==> src/rtl/coin_change_dispenser_if.sv <==
// +----------------------------------------------------------------------+
// | coin_change_dispenser_if: coin-ejector valid/ready handshake bundle   |
// | Rev 1.0                                                              |
// +----------------------------------------------------------------------+
`default_nettype none

interface coin_change_dispenser_if;
  logic       dispenseValid;
  logic [1:0] dispense;
  logic       dispenseReady;

  modport master (output dispenseValid, output dispense, input dispenseReady);
  modport slave  (input dispenseValid, input dispense, output dispenseReady);
endinterface

`default_nettype wire

==> src/rtl/coin_change_dispenser.sv <==
// +----------------------------------------------------------------------+
// | coin_change_dispenser: coin inventory, credit and greedy change payout|
// | Rev 1.0                                                              |
// +----------------------------------------------------------------------+
`default_nettype none

module coin_change_dispenser #(
  parameter logic [7:0] INIT_NICKELS  = 8'd5,
  parameter logic [7:0] INIT_DIMES    = 8'd5,
  parameter logic [7:0] INIT_QUARTERS = 8'd5
) (
  input  wire logic               clock,
  input  wire logic               reset,
  input  wire logic               coinValid,
  input  wire logic [1:0]         coinType,
  input  wire logic               vend,
  input  wire logic [7:0]         price,
  coin_change_dispenser_if.master disp,
  output logic      [7:0]         credit,
  output logic      [7:0]         nickelCount,
  output logic      [7:0]         dimeCount,
  output logic      [7:0]         quarterCount,
  output logic                    coinReject,
  output logic                    vendOk,
  output logic                    vendFail,
  output logic                    busy
);

  typedef enum logic [1:0] {S_IDLE, S_PLAN, S_DISPENSE} state_t;

  state_t     state;
  logic [7:0] rem;
  logic [7:0] avail_n, avail_d, avail_q;
  logic [7:0] plan_n, plan_d, plan_q;

  logic [7:0] coin_val;
  logic       cnt_full;
  logic [8:0] coin_sum;
  logic       coin_ok;
  logic [7:0] credit_eff, nick_eff, dime_eff, quar_eff;
  logic [7:0] pn_next, pd_next, pq_next;
  logic       plan_any;

  // Coin in the same cycle as vend is folded in first, so vend sees *_eff.
  always_comb begin
    coin_val = 8'd0;
    cnt_full = 1'b1;
    case (coinType)
      2'b01: begin coin_val = 8'd5;  cnt_full = (nickelCount  == 8'hFF); end
      2'b10: begin coin_val = 8'd10; cnt_full = (dimeCount    == 8'hFF); end
      2'b11: begin coin_val = 8'd25; cnt_full = (quarterCount == 8'hFF); end
      default: ;
    endcase
    coin_sum   = {1'b0, credit} + {1'b0, coin_val};
    coin_ok    = coinValid && (coinType != 2'b00) && !coin_sum[8] && !cnt_full;
    credit_eff = coin_ok ? coin_sum[7:0] : credit;
    nick_eff   = nickelCount  + {7'd0, coin_ok && (coinType == 2'b01)};
    dime_eff   = dimeCount    + {7'd0, coin_ok && (coinType == 2'b10)};
    quar_eff   = quarterCount + {7'd0, coin_ok && (coinType == 2'b11)};
    pq_next    = plan_q - {7'd0, disp.dispense == 2'b11};
    pd_next    = plan_d - {7'd0, disp.dispense == 2'b10};
    pn_next    = plan_n - {7'd0, disp.dispense == 2'b01};
    plan_any   = (plan_q != 8'd0) || (plan_d != 8'd0) || (plan_n != 8'd0);
  end

  always_ff @(posedge clock or posedge reset) begin
    if (reset) begin
      state              <= S_IDLE;
      credit             <= 8'd0;
      nickelCount        <= INIT_NICKELS;
      dimeCount          <= INIT_DIMES;
      quarterCount       <= INIT_QUARTERS;
      rem                <= 8'd0;
      avail_n            <= 8'd0;
      avail_d            <= 8'd0;
      avail_q            <= 8'd0;
      plan_n             <= 8'd0;
      plan_d             <= 8'd0;
      plan_q             <= 8'd0;
      disp.dispenseValid <= 1'b0;
      disp.dispense      <= 2'b00;
      coinReject         <= 1'b0;
      vendOk             <= 1'b0;
      vendFail           <= 1'b0;
      busy               <= 1'b0;
    end else begin
      coinReject <= 1'b0;
      vendOk     <= 1'b0;
      vendFail   <= 1'b0;
      case (state)
        S_IDLE: begin
          coinReject   <= coinValid && !coin_ok;
          credit       <= credit_eff;
          nickelCount  <= nick_eff;
          dimeCount    <= dime_eff;
          quarterCount <= quar_eff;
          if (vend) begin
            if (credit_eff < price) begin
              vendFail <= 1'b1;
            end else begin
              rem     <= credit_eff - price;
              avail_n <= nick_eff;
              avail_d <= dime_eff;
              avail_q <= quar_eff;
              plan_n  <= 8'd0;
              plan_d  <= 8'd0;
              plan_q  <= 8'd0;
              state   <= S_PLAN;
              busy    <= 1'b1;
            end
          end
        end

        S_PLAN: begin
          coinReject <= coinValid;
          if (rem >= 8'd25 && avail_q != 8'd0) begin
            rem     <= rem - 8'd25;
            avail_q <= avail_q - 8'd1;
            plan_q  <= plan_q + 8'd1;
          end else if (rem >= 8'd10 && avail_d != 8'd0) begin
            rem     <= rem - 8'd10;
            avail_d <= avail_d - 8'd1;
            plan_d  <= plan_d + 8'd1;
          end else if (rem >= 8'd5 && avail_n != 8'd0) begin
            rem     <= rem - 8'd5;
            avail_n <= avail_n - 8'd1;
            plan_n  <= plan_n + 8'd1;
          end else if (rem == 8'd0 && plan_any) begin
            state              <= S_DISPENSE;
            disp.dispenseValid <= 1'b1;
            disp.dispense      <= (plan_q != 8'd0) ? 2'b11 :
                                  (plan_d != 8'd0) ? 2'b10 : 2'b01;
          end else if (rem == 8'd0) begin
            vendOk <= 1'b1;
            credit <= 8'd0;
            state  <= S_IDLE;
            busy   <= 1'b0;
          end else begin
            vendFail <= 1'b1;
            state    <= S_IDLE;
            busy     <= 1'b0;
          end
        end

        S_DISPENSE: begin
          coinReject <= coinValid;
          if (disp.dispenseReady) begin
            quarterCount <= quarterCount - {7'd0, disp.dispense == 2'b11};
            dimeCount    <= dimeCount    - {7'd0, disp.dispense == 2'b10};
            nickelCount  <= nickelCount  - {7'd0, disp.dispense == 2'b01};
            plan_q       <= pq_next;
            plan_d       <= pd_next;
            plan_n       <= pn_next;
            if (pq_next == 8'd0 && pd_next == 8'd0 && pn_next == 8'd0) begin
              disp.dispenseValid <= 1'b0;
              disp.dispense      <= 2'b00;
              vendOk             <= 1'b1;
              credit             <= 8'd0;
              state              <= S_IDLE;
              busy               <= 1'b0;
            end else begin
              disp.dispense <= (pq_next != 8'd0) ? 2'b11 :
                               (pd_next != 8'd0) ? 2'b10 : 2'b01;
            end
          end
        end

        default: begin
          state <= S_IDLE;
          busy  <= 1'b0;
        end
      endcase
    end
  end

endmodule

`default_nettype wire

==> src/flat_wrapper.sv <==
// flat-port wrapper written by rule: the top's interface ports become plain ports
module coin_change_dispenser_flat 
#(
  parameter logic [7:0] INIT_NICKELS  = 8'd5,
  parameter logic [7:0] INIT_DIMES    = 8'd5,
  parameter logic [7:0] INIT_QUARTERS = 8'd5
)
  (clock, reset, coinValid, coinType, vend, price, credit, nickelCount, dimeCount, quarterCount, coinReject, vendOk, vendFail, busy, disp_dispenseValid, disp_dispense, disp_dispenseReady);
  coin_change_dispenser_if disp_i ();
  input  wire logic clock;
  input  wire logic reset;
  input  wire logic coinValid;
  input  wire logic [1:0] coinType;
  input  wire logic vend;
  input  wire logic [7:0] price;
  output logic      [7:0] credit;
  output logic      [7:0] nickelCount;
  output logic      [7:0] dimeCount;
  output logic      [7:0] quarterCount;
  output logic coinReject;
  output logic vendOk;
  output logic vendFail;
  output logic busy;
  output wire logic [$bits(disp_i.dispenseValid)-1:0] disp_dispenseValid;
  output wire logic [$bits(disp_i.dispense)-1:0] disp_dispense;
  input wire logic [$bits(disp_i.dispenseReady)-1:0] disp_dispenseReady;
  assign disp_dispenseValid = disp_i.dispenseValid;
  assign disp_dispense = disp_i.dispense;
  assign disp_i.dispenseReady = disp_dispenseReady;
  coin_change_dispenser #(.INIT_NICKELS(INIT_NICKELS), .INIT_DIMES(INIT_DIMES), .INIT_QUARTERS(INIT_QUARTERS)) u_core (.clock(clock), .reset(reset), .coinValid(coinValid), .coinType(coinType), .vend(vend), .price(price), .disp(disp_i), .credit(credit), .nickelCount(nickelCount), .dimeCount(dimeCount), .quarterCount(quarterCount), .coinReject(coinReject), .vendOk(vendOk), .vendFail(vendFail), .busy(busy));
endmodule
==> config.mk <==
export PLATFORM = sky130hd
export DESIGN_NAME = coin_change_dispenser_flat
export DESIGN_NICKNAME = d
export VERILOG_FILES = /design/src/rtl/coin_change_dispenser_if.sv /design/src/rtl/coin_change_dispenser.sv /design/src/flat_wrapper.sv
export SDC_FILE = /design/constraint.sdc
export NUM_CORES = 1
export LEC_CHECK = 0
export CELL_PAD_IN_SITES_DETAIL_PLACEMENT = 1
export CELL_PAD_IN_SITES_GLOBAL_PLACEMENT = 1
export CORE_ASPECT_RATIO = 1.4
export CORE_MARGIN = 5
export CORE_UTILIZATION = 47
export CTS_BUF_LIST = sky130_fd_sc_hd__clkbuf_4
export DETAILED_ROUTE_END_ITERATION = 10
export PLACE_DENSITY_LB_ADDON = 0.1
export SYNTH_ARGS = -nofsm -noshare
export SYNTH_HDL_FRONTEND = slang
export SYNTH_SLANG_ARGS = --single-unit
==> constraint.sdc <==
create_clock -name clock -period 5.2 [get_ports clock]
set_clock_uncertainty 0.15 [all_clocks]
set_input_delay 1.56 -clock clock [delete_from_list [all_inputs] [get_ports clock]]
set_output_delay 1.56 -clock clock [all_outputs]
set_load 0.05 [all_outputs]
======== Word level (Yosys, flattened, before mapping) ========
Cells that the tools add are included.
operators by class
  muxes and demuxes ....................... 103
  $lt $le $gt $ge ......................... 4
  reductions and logical operators ........ 50
  add/subtract/negate cells ............... 20
  eq/ne operators ......................... 25
operators by type and width
  kind                 count
  $mux 8               39
  $pmux 8 s2           7
  $pmux 8 s3           4
  $reduce_bool 8->1    8
  $sub 8x1->8          6
  $mux 2               18
  $logic_not 8->1      4
  $mux 1               26
  $add 8x1->8          3
  $add 8x1->8 const B  3
  $eq 8x8->1 const B   3
  $sub 8x1->8 const B  3
  $reduce_and 7->1     3
  $reduce_and 6->1     3
  $reduce_and 8->1     2
  $pmux 5 s3           1
  $ne 2x2->1 const B   7
  $logic_and 1x1->1    13
  $ne 2x1->1 const B   6
  $eq 2x2->1 const B   5
  $reduce_and 5->1     2
  $add 8x5->9          1
  $ge 8x3->1 const B   1
  $ge 8x4->1 const B   1
  other kinds (20)     33
storage, ports and cells
  register bits after elaboration ......... 97
  logic and storage cells ................. 220
  bits of input ports ..................... 15
  output and inout port bits .............. 39

======== Logic depth before layout (Yosys ltp) ========
  word-level depth ........................ 11
  gate-level depth with buffers ........... 21

======== Worst setup path before layout ========
OpenSTA, ideal clock, no wires.
  path type ............................... input to register
  start point ............................. input coinType[0]
  end point ............................... register u_core.plan_d[7]
  arrival time ............................ 5523 ps
  path slack .............................. -597 ps
  stages on the path ...................... 19
  cells stage by stage .................... clkbuf_1 ha_1 inv_1 fa_1 nand2b_1 a21oi_1 o2111ai_1 nand2_2 buf_1 mux2i_1 ha_1 fa_1 nor2b_1 o31a_1 o221ai_4 nor3_1 nand2_1 a31o_1 a211o_1
on the way
  word-level cells in the longest chain between the ends .. 10
  elaborated cells on any way between the ends .. 16
  classes of those cells .................. add/sub (1); order compare (1); eq/ne (4); mux (3); reduce/logical (7)
ends and longest elaborated chain
  element                                          line                          text
  from (decl)                                      flat_wrapper.sv:13            input wire logic [1:0] coinType;
  $eq 2x2->1 / $eq 2x1->1 (equally long branches)  coin_change_dispenser.sv:48   case (coinType)
  $pmux 5 s3                                       coin_change_dispenser.sv:48
  $add 8x5->9                                      coin_change_dispenser.sv:54   coin_sum = {1'b0, credit} + {1'b0, coin_val};
  $logic_not 1->1                                  coin_change_dispenser.sv:55   coin_ok = coinValid && (coinType != 2'b00) && !coin_sum[8] && !cnt_full;
  $logic_and 1x1->1 (2 in series)                  coin_change_dispenser.sv:55
  $mux 8 (*)                                       coin_change_dispenser.sv:56   credit_eff = coin_ok ? coin_sum[7:0] : credit;
  $lt 8x8->1 (*)                                   coin_change_dispenser.sv:98   if (credit_eff < price) begin
  $ne 2x2->1 (no line) (*)                         n/a
  $reduce_and 6->1 (no line) (*)                   n/a
  to (signal assigned)                             coin_change_dispenser.sv:123  plan_d <= plan_d + 8'd1;
  to (signal assigned)                             coin_change_dispenser.sv:152  plan_d <= pd_next;
  to (decl)                                        coin_change_dispenser.sv:34   logic [7:0] plan_n, plan_d, plan_q;
Mark *: on every way between the ends. The rest lies on a longest branch, timed or not.
A chain may end at the register's enable or synchronous reset.

======== Worst setup path after layout ========
  start point ............................. input coinType[1]
  end point ............................... register u_core.plan_d[7]
Same word-level chain as after synthesis.

==> run_results.csv <==
group,metric,value,unit
run_status,status,"finished clean",
floorplan,placementRows,56,
setup_path,path_buf_inv,3,
worst_hold_path,hold_end,"u_core.avail_n[0]$_DFFE_PP0P_",
setup_path,timing.rr.start,"u_core.credit[0]$_DFFE_PP0P_",
global_routing,grt_pass1_vias,8160,
yosys,ys_ff_latch,97,
pwr,p_int,0.00243,W
finish,stdcell_count,1267,
worst_hold_path,hold_depth,1,
clocking,root_buffer,"clkbuf_4",
timing,finalSetupViolCount,0,
route,drc_errors,0,
yosys,synthDistinctLibCells,92,
global_routing,grt_remaining_overflow,0,
route,vias,7913,
timing,rsz0062_at_grt,"false",
setup_path,start_kind,"input pin",
yosys,synth_top_area_cell,"dfrtp_1",
clocking,clk_path_buf_depth,2,
finish,fin_nets,1129,
finish,areaGrowthSynthToFinish,17.0,%
place,dp.cells,1248,
run,maxCapViolations,0,
yosys,synth-edff-count,0,
route,drt-initial-drc-count,402,
yosys,yosysWarnings,0,
clocking,cts_sinks,97,
clocking,cts_tree,"yes",
timing,tightest_slew,0.983,ns
setup_path,reg2reg_depth,19,
timing,postLayoutSetupSlackWorst,0.200,ns
route,ant_nets,0,
timing,hold_viol,0,
setup_path,worstPathArrival,5.30,ns
timing,finalSetupTns,0,ns
finish,drive_gt1_share,15.2,%
pwr,p_leak,4.03,nW
pwr,clock_power_share,9.0,%
pwr,p_per_area,542,nW/um2
global_routing,grt_pass1_wl,43500,um
floorplan,dieHeight,165,um
finish,utilization,56.1,%
setup_path,crit_chain,"dlygate4sd2_1 -> ha_1 -> o21ai_0 -> a21oi_4 -> o2111ai_2 -> nand2_2 -> buf_6 -> mux2i_2 -> ha_2 -> fa_2 -> nor2b_2 -> o31a_1 -> o221ai_4 -> or3_4 -> buf_4 -> nor4_2 -> a211o_1",
timing,maxSlewHeadroom,33.9,%
clocking,insertion_delay,0.51,ns
place,dp_hpwl,20400,um
floorplan,io_pins,54,
route,viasPerCell,6.25,
yosys,syn_avg_cell_area,8.22,um2
pwr,power_frac_seq,25.8,%
worst_hold_path,hold_path.startpoint,"u_core.avail_n[0]$_DFFE_PP0P_",
floorplan,die_area,19800,um2
yosys,yosysMostFrequentCell,"nand2_1",
global_routing,grt.total_usage,27.6,%
place,gp_congestion,0.900,
floorplan,die_w,120,um
yosys,synthTopCellsByArea,"dfrtp_1 28%, ha_1 8.4%, nand2_1 5.2%",
global_routing,grt_max_degree,72,
yosys,syn-num-nets,1047,
floorplan,initial_core_util,47.9,%
place,dp_slack,-0.651,ns
setup_path,end_kind,"flip-flop",
clocking,cts_max_level,3,
pwr,p_sw_share,52.3,%
timing,fin_crit_sh,96.2,%
timing,drv_slew,0,
yosys,netlist_top_cells_count,"111 x nand2_1, 91 x dfrtp_1, 75 x o21ai_0, 74 x nor2_1, 67 x a21oi_1",
route,wl,26800,um
pwr,ir_worst_vdd,318,uV
yosys,synth_seq_area_share,30.3,%
timing,max_freq,200,MHz
clocking,cts_made_buffers,9,
clocking,clk_pin_slew,0.17,ns
floorplan,core-area,16700,um2
yosys,synthCells,976,
setup_path,critPathSlowestCell,"or3_4",
pwr,p_total,0.00509,W
place,numPortBuffers,53,
route,dr.pass1.iters,5,
yosys,yosys.area.top_type_share,28.4,%
pwr,p_switching,0.00266,W
pwr,combPwrFrac,65.2,%
yosys,synth_area,8020,um2
setup_path,required,5.50,ns
worst_hold_path,hold_path.class,"reg -> reg",
setup_path,worstSetupPathType,"in -> reg",
setup_path,rrSetupSlack,0.92,ns
global_routing,antenna_found_initial,1,
yosys,async_reset_ff_share,100,%
setup_path,cp_top_family,"compound AO/OA/AOI/OAI gates",
setup_path,crit_fanout,10,
timing,finalCriticalPeriod,5.00,ns
route,wl_per_cell,21.2,um
yosys,synthFlopType,"dfrtp_1",
setup_path,critical_path.max_stage_delay,0.42,ns
setup_path,worst_r2r_endpoint,"u_core.rem[5]$_DFFE_PP0P_",
[per-layer routing]
layer,vias up,share of wire [%],track usage (%)
met2,144,51,49.4
li1,3728,-,-
met5,-,0,0
met4,0,3.1,10.4
met3,50,3.1,3.29
met1,3991,42,34.0
[registers in the layout, summed over array words and instances, names as in the netlist, 2 cells and up]
name,flops
u_core.avail_d,8
u_core.avail_n,8
u_core.avail_q,8
u_core.credit,8
u_core.dimeCount,8
u_core.nickelCount,8
u_core.plan_d,8
u_core.plan_n,8
u_core.plan_q,8
u_core.quarterCount,8
u_core.rem,8
u_core.disp.dispense,2
u_core.state,2
[area by class of cell]
type | count | area (um2)
Tap cell | 203 | 254
Multi-Input combinational cell | 778 | 5300
Clock buffer | 10 | 75.1
Sequential cell | 97 | 2430
Timing Repair Buffer | 128 | 1090
Inverter | 44 | 168
Antenna cell | 1 | 2.50
Fill cell | 2038 | 7360
Clock inverter | 6 | 67.6
[placed cells by master (no fill, tap or decap), drive strengths merged, types with 26 or more instances in the layout]
| cell type | instances |
|---|---|
| buf | 75 |
| clkdlybuf4s50 | 51 |
| xnor2 | 27 |
| inv | 44 |
| a21oi | 68 |
| o21ai | 83 |
| nand3 | 38 |
| dfrtp | 91 |
| nor3 | 26 |
| ha | 54 |
| nand2 | 113 |
| o22ai | 26 |
| xor2 | 26 |
| nor2 | 76 |
[stage by stage]
step	hold slack [ns]	cell area (um2)
2_1_floorplan	0.312	8090
3_3_place_gp	0.339	9170
3_5_place_dp	0.354	9170
4_1_cts	0.376	9350
5_1_grt	0.402	9390
6_report	0.377	9390
[worst max-delay path by stage]
stage                start                            to  slack (ns)  depth (start not counted)
6_report       coinType[1]  u_core.plan_d[7]$_DFFE_PP0P_        0.20                         17
3_3_place_gp   coinType[0]  u_core.plan_n[3]$_DFFE_PP0P_       -0.46                         19
5_1_grt        coinType[1]  u_core.plan_d[7]$_DFFE_PP0P_        0.01                         18
4_1_cts        coinType[0]  u_core.plan_d[7]$_DFFE_PP0P_        0.11                         18
3_5_place_dp   coinType[0]  u_core.plan_n[3]$_DFFE_PP0P_       -0.65                         20
2_1_floorplan  coinType[0]  u_core.plan_d[7]$_DFFE_PP0P_       -0.05                         19
[logic make-up after synthesis]
family	Yosys count	synth area share, %
buffers and inverters	101	5.18
flip-flops	97	30.3
multiplexers	12	1.62
XOR/XNOR	53	5.88
AND/OR/NAND/NOR	359	22.9
AO/OA/AOI/OAI	298	25.2
adder cells (fa/ha/maj)	56	8.92
[power groups by stage]
stage          logic (W)  registers (W)  clock network, W
2_1_floorplan    0.00205        0.00141                 0
3_3_place_gp     0.00316        0.00130                 0
3_5_place_dp     0.00324        0.00132                 0
4_1_cts          0.00329        0.00130          0.000469
5_1_grt          0.00362        0.00134          0.000495
6_report         0.00332        0.00131          0.000460
[worst reg2reg max path: stages, from the launching register on]
cell       delay, ns
dfrtp_1         0.51
ha_2            0.25
inv_2           0.04
fa_2            0.33
nand2b_4        0.16
a21oi_4         0.16
o2111ai_2       0.17
nand2_2         0.12
buf_6           0.14
mux2i_2         0.21
ha_2            0.22
fa_2            0.20
nor2b_2         0.05
o31a_1          0.34
o221ai_4        0.33
a21oi_2         0.07
buf_4           0.16
and3_1          0.15
a21o_1          0.19
a221oi_2        0.24
[repair_timing]
| item | CTS | global route |
|---|---|---|
| resized for setup | 8 | 13 |
| pin swaps | 3 | 5 |
| hold buffers | 0 | 0 |
| setup endpoints to repair | 19 | 21 |
| buffers inserted | 1 | 1 |
Power figures use the tool's default switching activity.
